<file path="config.mk">
export PLATFORM = sky130hd
export DESIGN_NAME = exp5_unidade_controle_timeout
export DESIGN_NICKNAME = d
export VERILOG_FILES = /design/src/rtl/exp5_unidade_controle_timeout.sv
export SDC_FILE = /design/constraint.sdc
export NUM_CORES = 1
export LEC_CHECK = 0
export ABC_AREA = 0
export CAP_MARGIN = 10
export CORE_ASPECT_RATIO = 1.1
export CORE_MARGIN = 1
export CORE_UTILIZATION = 45
export DETAILED_ROUTE_END_ITERATION = 16
export PLACE_DENSITY = 0.83
export SLEW_MARGIN = 20
export SYNTH_ARGS = -nofsm -noshare
export SYNTH_HDL_FRONTEND = slang
export SYNTH_SLANG_ARGS = --single-unit
</file>
<file path="constraint.sdc">
create_clock -name clock -period 1.7 [get_ports clock]
set_input_delay 0.34 -clock clock [delete_from_list [all_inputs] [get_ports clock]]
set_output_delay 0.34 -clock clock [all_outputs]
set_load 0.005 [all_outputs]
</file>
<file path="src/rtl/exp5_unidade_controle_timeout.sv">
// Moore control unit for the exp5 memory game: sequences rounds and plays and
// enforces a per-play response window with an internal timeout counter.
module exp5_unidade_controle_timeout #(
  parameter int unsigned TIMEOUT_CYCLES = 5000
) (
  input  logic       clock,
  input  logic       reset,
  input  logic       iniciar,
  input  logic       jogada,
  input  logic       igual,
  input  logic       fimE,
  input  logic       fimR,
  output logic       zeraE,
  output logic       contaE,
  output logic       zeraR,
  output logic       contaR,
  output logic       registraR,
  output logic       acertou,
  output logic       errou,
  output logic       pronto,
  output logic       db_timeout,
  output logic [3:0] db_estado
);

  localparam int unsigned CntW = (TIMEOUT_CYCLES > 1) ? $clog2(TIMEOUT_CYCLES) : 1;
  localparam logic [CntW-1:0] CntLast = CntW'(TIMEOUT_CYCLES - 1);

  typedef enum logic [3:0] {
    Inicial      = 4'h0,
    Preparacao   = 4'h1,
    InicioRodada = 4'h2,
    Espera       = 4'h3,
    Registra     = 4'h4,
    Comparacao   = 4'h5,
    ProxJogada   = 4'h6,
    ProxRodada   = 4'h7,
    FimAcertou   = 4'hA,
    FimTimeout   = 4'hD,
    FimErrou     = 4'hE
  } estado_e;

  estado_e         estado_q, estado_d;
  logic [CntW-1:0] cnt_q, cnt_d;
  logic            timeout;

  assign timeout = (estado_q == Espera) && (cnt_q == CntLast);

  always_ff @(posedge clock or posedge reset) begin
    if (reset) begin
      estado_q <= Inicial;
      cnt_q    <= '0;
    end else begin
      estado_q <= estado_d;
      cnt_q    <= cnt_d;
    end
  end

  always_comb begin
    estado_d = estado_q;
    unique case (estado_q)
      Inicial:      if (iniciar) estado_d = Preparacao;
      Preparacao:   estado_d = InicioRodada;
      InicioRodada: estado_d = Espera;
      // A press in the last window cycle still counts: jogada beats timeout.
      Espera: begin
        if (jogada)       estado_d = Registra;
        else if (timeout) estado_d = FimTimeout;
      end
      Registra:     estado_d = Comparacao;
      Comparacao: begin
        if (!igual)     estado_d = FimErrou;
        else if (!fimE) estado_d = ProxJogada;
        else if (!fimR) estado_d = ProxRodada;
        else            estado_d = FimAcertou;
      end
      ProxJogada:   estado_d = Espera;
      ProxRodada:   estado_d = InicioRodada;
      FimAcertou, FimErrou, FimTimeout: if (iniciar) estado_d = Preparacao;
      default:      estado_d = Inicial;
    endcase
  end

  // Counts only while remaining in Espera, so every entry starts a fresh window at 0.
  always_comb begin
    cnt_d = '0;
    if ((estado_q == Espera) && (estado_d == Espera)) cnt_d = cnt_q + CntW'(1);
  end

  always_comb begin
    zeraE      = 1'b0;
    contaE     = 1'b0;
    zeraR      = 1'b0;
    contaR     = 1'b0;
    registraR  = 1'b0;
    acertou    = 1'b0;
    errou      = 1'b0;
    pronto     = 1'b0;
    db_timeout = 1'b0;
    unique case (estado_q)
      Preparacao: begin
        zeraE = 1'b1;
        zeraR = 1'b1;
      end
      InicioRodada: zeraE     = 1'b1;
      Registra:     registraR = 1'b1;
      ProxJogada:   contaE    = 1'b1;
      ProxRodada:   contaR    = 1'b1;
      FimAcertou: begin
        pronto  = 1'b1;
        acertou = 1'b1;
      end
      FimErrou: begin
        pronto = 1'b1;
        errou  = 1'b1;
      end
      FimTimeout: begin
        pronto     = 1'b1;
        errou      = 1'b1;
        db_timeout = 1'b1;
      end
      default: ;
    endcase
  end

  assign db_estado = estado_q;

endmodule

</file>
Yosys cells after proc, flatten, opt, wreduce, memory -nomap -nowiden

Index checks and enable logic that the tools add are counted.

Add/sub/neg operators: 1
Equal/unequal tests: 12
Multiplexer cells: 17
Reductions and logical operators: 9

Operators with widths:

| kind                  | number |
|---|---|
| $mux 4                | 6 |
| $pmux 4 s6            | 1 |
| $eq 4x3->1 const B    | 4 |
| $add 13x1->13 const B | 1 |
| $eq 13x13->1 const B  | 1 |
| $mux 13               | 1 |
| $eq 4x2->1 const B    | 3 |
| $eq 4x4->1 const B    | 3 |
| $mux 1                | 9 |
| $reduce_or 2->1       | 4 |
| $eq 4x1->1 const B    | 1 |
| $logic_not 4->1       | 1 |
| $reduce_or 4->1       | 1 |
| $reduce_or 3->1       | 1 |
| $logic_and 1x1->1     | 2 |

Flip-flop bits (word level): 17
Word-level logic and storage cells: 41

Longest topological paths before layout

Gate-level depths: netlist (run 1).

Word-level depth: 8
Depth in mapped cells: 6
Depth with buffers taken out: 5

Worst setup path before layout (run 1)

Ideal clock, no wire load.

Path type: register to register
From: register cnt_q[3]
To: register cnt_q[10]
Setup time: 0.119 ns
Arrival: 1.615 ns
Data required time: 1.581 ns
Path slack: -0.034 ns
Stages on the path, launching flop included: 6
Period minus slack after synthesis: 1.734 ns
Cell sequence: dfrtp_1 > or4b_1 > nor4_2 > nand2b_1 > buf_6 > nor2_1

Longest elaborated chain between the ends: 8
Elaborated cells between the ends (all ways): 9
Those cells by class: add/sub: 1; eq/ne: 2; mux: 4; reduce/logical: 2

Ends and longest elaborated chain:

| item                   | line | RTL |
|---|---|---|
| from (decl)            | 43   | `logic [CntW-1:0] cnt_q, cnt_d;` |
| from (signal assigned) | 54   | `cnt_q <= cnt_d;` |
| $eq 13x13->1           | 46   | `assign timeout = (estado_q == Espera) && (cnt_q == CntLast);` |
| $logic_and 1x1->1      | 46   |  |
| $mux 4                 | 67   | `else if (timeout) estado_d = FimTimeout;` |
| $mux 4                 | 66   | `if (jogada) estado_d = Registra;` |
| $pmux 4 s6             | 60   | `unique case (estado_q)` |
| $eq 4x2->1             | 86   | `if ((estado_q == Espera) && (estado_d == Espera)) cnt_d = cnt_q + CntW'(1);` |
| $logic_and 1x1->1      | 86   |  |
| $mux 13 (*)            | 86   |  |
| via cnt_d[10]          | 43   |  |

The timed path passes the listed nets; every way through them passes the cells marked *.

Worst setup path after layout (run 1)

From: register estado_q[1] (netlist: db_estado[1])
To: output port zeraE

Longest elaborated chain between the ends: 3
Elaborated cells between the ends (all ways): 4
Those cells by class: eq/ne: 2; mux: 1; reduce/logical: 1

Ends and longest elaborated chain:

| item                                            | line | RTL |
|---|---|---|
| from (decl)                                     | 42   | `estado_e estado_q, estado_d;` |
| from (signal assigned)                          | 50   | `estado_q <= Inicial;` |
| from (signal assigned)                          | 53   | `estado_q <= estado_d;` |
| $eq 4x2->1 / $eq 4x1->1 (equally long branches) | 99   | `unique case (estado_q)` |
| $reduce_or 2->1 (no line) (*)                   | n/a  |  |
| $mux 1 (*)                                      | 99   |  |
| to (decl)                                       | 13   | `output logic zeraE,` |

Every way passes the cells marked *; elsewhere a longest branch is shown, timed or not.

==> flow_metrics.py, run 1 <==
metrics = {
    "floorplanning": {
        "fp-row-count": 17,
        "core-area_um2": 2040,
        "ios": 20,
        "floorplan.die_area_um2": 2380,
        "chipWidth_um": 46.6,
        "initial_utilization_pct": 48.3,
        "floorplan.die.height_um": 51.1,
    },
    "logic_synthesis": {
        "synth_edf_count": 0,
        "synthArstFlopShare_pct": 100,
        "synth.largest_area_cell": "sky130_fd_sc_hd__dfrtp_1",
        "ys_top_cells_by_count": "20 x sky130_fd_sc_hd__nor2_1, 17 x sky130_fd_sc_hd__dfrtp_1, 7 x sky130_fd_sc_hd__nand2_1, 7 x sky130_fd_sc_hd__nor3_1, 7 x sky130_fd_sc_hd__xnor2_1",
        "synth-warning-count": 0,
        "synth_cell_type_count": 31,
        "synth_cells": 113,
        "syn_nets": 121,
        "synth_seq_cells": 17,
        "synthDominantCellAreaShare_pct": 43.1,
        "synth_sequential_area_ratio_pct": 43.1,
        "synthMostInstantiatedCell": "sky130_fd_sc_hd__nor2_1",
        "synth.top_cells.by_area": "sky130_fd_sc_hd__dfrtp_1 43%, sky130_fd_sc_hd__nor2_1 7.6%, sky130_fd_sc_hd__xnor2_1 6.2%",
        "synth_ff_type": "sky130_fd_sc_hd__dfrtp_1",
        "syn_area_per_cell_um2": 8.73,
        "syn_area_um2": 986,
    },
    "sta": {
        "worst_pin_slew_ns": 0.378,
        "timing.final.max_slew_violations": 0,
        "setup_viol": 4,
        "hold_violations": 0,
        "slew-limit-headroom_pct": 74.6,
        "fin_skew_ns": 0.00631,
        "fin_crit_ns": 1.76,
        "final_critical_path_setup_slack_ns": -0.0628,
        "final_min_period_over_clock_period_pct": 104,
        "max_freq_mhz": 567,
        "rsz0062_at_grt": "yes",
    },
    "clock_tree": {
        "cts_root_buf": "sky130_fd_sc_hd__clkbuf_4",
        "cts_made_buffers": 3,
        "tritoncts": "done",
        "clk_path_buf_depth": 2,
        "hold_buffers": 0,
        "cts.sinks": 17,
        "clkSlewWorstSetupHoldPaths_ns": 0.10,
        "clkLatencyLatePin_ns": 0.31,
        "cts-htree-levels": 1,
    },
    "power_and_ir_drop": {
        "clock_power_share_pct": 11.2,
        "power.share.sequential_pct": 25.2,
        "share_comb_of_total_power_pct": 63.6,
        "internal_power_mw": 1.26,
        "power.density_cell_area_nw_per_um2": 1250,
        "switching_power_mw": 0.775,
        "max-vdd-ir-drop_uv": 764,
        "switch_share_pct": 38.0,
        "p_leak_nw": 0.774,
    },
    "worst_hold_path": {
        "hp-class": "in -> async",
    },
    "setup_path": {
        "crit_required_ns": 1.36,
        "criticalPathCategory": "reg -> out",
        "crit_fanout": 4,
        "critical_path.endpoint_type": "primary output",
        "worst_setup_path_start_kind": "flop",
        "crit_arrival_ns": 1.42,
    },
    "run_status": {
        "failed_checks": "negative setup slack",
        "run_status": "complete, but fails checks",
    },
    "detailed_routing": {
        "routed_wl_um": 3440,
        "vias": 1117,
        "drt_first_iter_violations": 30,
        "drc": 0,
        "drt-pass1-iter-count": 4,
        "route.antenna.remaining_nets": 0,
        "routed_via_density": 5.59,
        "routed_wire_length_per_instance_um": 17.2,
    },
    "job": {
        "cap_viol_max_count": 0,
    },
    "global_routing": {
        "largest_net_degree_at_the_start_of_global_routing": 18,
        "grt.overflow.total": 0,
        "wire_length_of_the_first_global_routing_pass_um": 5040,
        "globalRouteTotalUtil_pct": 30.8,
        "grt_antenna_before_repair": 0,
        "first_global_vias": 1112,
    },
    "placed_design": {
        "total_half_perimeter_wirelength_after_legalization_and_detailed_placement_um": 1680,
        "placement.setup.worst_slack_ns": -0.121,
        "routabilityCongestion": 0.873,
        "port_buf_inserts": 19,
    },
    "cells_and_area": {
        "final_core_util_pct": 80.0,
        "num_antenna_cells": 0,
        "syn2layout_area_growth_pct": 65.7,
        "num-nets-final": 181,
        "post_route_cells_drive_above_1_share_pct": 44.2,
    },
}
-- power groups by stage --
stage	Clock [mW]	Combinational [mW]	Sequential [mW]
final	0.228	1.30	0.513
after global routing	0.245	1.38	0.516
after CTS	0.231	1.15	0.505
after detailed placement	0	0.699	0.528
after global placement	0	0.678	0.518
after floorplan	0	0.362	0.494
-- sequential cells by signal, indices dropped and copies added, names as in the netlist --
signal / count
cnt_q: 13
db_estado: 4
-- cells by family after synthesis --
family	after synthesis	synth area share, %
buffers and inverters	10	4.57
AOI/OAI and AO/OA	15	10.8
xor gates and xnor gates	11	9.77
and+or+nand+nor	59	30.5
DFF	17	43.1
adders and majority gates	1	1.27
-- worst paths after layout --
check                      slack [ns]                   start  cells after the start                     end
setup / recovery                -0.06  db_estado[1]$_DFF_PP0_                      5                   zeraE
hold / removal                   0.32                   reset                      3      cnt_q[3]$_DFF_PP0_
setup reg to reg                 0.07      cnt_q[3]$_DFF_PP0_                      5      cnt_q[8]$_DFF_PP0_
hold reg to reg                  0.53      cnt_q[0]$_DFF_PP0_                      1      cnt_q[0]$_DFF_PP0_
max in group asynchronous        1.17                   reset                      3  db_estado[0]$_DFF_PP0_
min in group clock               0.53      cnt_q[0]$_DFF_PP0_                      1      cnt_q[0]$_DFF_PP0_
-- cell usage in the layout, fill, tap and decap left out, types with 4 or more instances in the layout --
cell / netlist / layout
sky130_fd_sc_hd__buf_4: 0 / 35
sky130_fd_sc_hd__nor2_1: 20 / 20
sky130_fd_sc_hd__dfrtp_1: 17 / 14
sky130_fd_sc_hd__xnor2_1: 7 / 7
sky130_fd_sc_hd__nand2_1: 7 / 6
sky130_fd_sc_hd__clkdlybuf4s50_1: 0 / 6
sky130_fd_sc_hd__nand3_1: 5 / 5
sky130_fd_sc_hd__inv_1: 5 / 5
sky130_fd_sc_hd__nor3_1: 7 / 5
sky130_fd_sc_hd__buf_2: 0 / 5
sky130_fd_sc_hd__buf_6: 1 / 5
sky130_fd_sc_hd__nand2b_4: 0 / 4
sky130_fd_sc_hd__xor2_1: 4 / 4
-- through the flow --
step	cells	power, mW	hold slack (ns)	TNS, ns	instance area [um2]
after CTS	198	1.88	0.327	-0.262	1590
after detailed placement	174	1.23	0.530	-0.200	1340
after global routing	200	2.14	0.345	-0.352	1630
after global placement	174	1.20	0.497	-0.0182	1340
after floorplan	113	0.856	0.266	0	993
final	200	2.04	0.321	-0.172	1630
-- worst max-delay path, stage by stage, from the launching register on --
cell,delay [ns]
sky130_fd_sc_hd__dfrtp_2,0.42
sky130_fd_sc_hd__buf_4,0.14
sky130_fd_sc_hd__buf_4,0.11
sky130_fd_sc_hd__nand2b_4,0.08
sky130_fd_sc_hd__a211oi_2,0.21
sky130_fd_sc_hd__buf_2,0.15
-- timing repair --
action | in CTS | in global routing
pin swaps | 1 | 5
setup buffers | 20 | 6
setup endpoints to repair | 15 | 12
gates resized for setup | 46 | 19
-- per-layer routing --
layer  track usage, %  wire [um]  vias up
met5                0          0        -
met4             21.9        136        0
met3             5.30        130       16
met2             55.1       1860       45
met1             30.2       1310      550
li1                 -          -      506
-- cell type report --
class	instances	area [um2]
clock buffers	3	22.5
clock inverters	1	5.00
inverters	5	18.8
multi-input cells	86	634
fillers	124	408
flip-flops and latches	17	429
repair buffers	60	489
well taps	28	35.0
(Power assumes the default switching activity.)
==> run 2, diff against run 1 <==
--- a/config.mk
+++ b/config.mk
@@ -8,7 +8,6 @@
 export ABC_AREA = 0
 export CAP_MARGIN = 10
 export CORE_ASPECT_RATIO = 1.1
-export CORE_MARGIN = 1
 export CORE_UTILIZATION = 45
 export DETAILED_ROUTE_END_ITERATION = 16
 export PLACE_DENSITY = 0.83
==> results of run 2 <==
Same layout as run 1: the final DEF is identical, and so are final timing and power.
==> run 3, diff against run 2 <==
--- a/config.mk
+++ b/config.mk
@@ -8,6 +8,7 @@
 export ABC_AREA = 0
 export CAP_MARGIN = 10
 export CORE_ASPECT_RATIO = 1.1
+export CORE_MARGIN = 1
 export CORE_UTILIZATION = 45
 export DETAILED_ROUTE_END_ITERATION = 16
 export PLACE_DENSITY = 0.83
==> results of run 3 <==
Same layout as run 1: the final DEF is identical, and so are final timing and power.
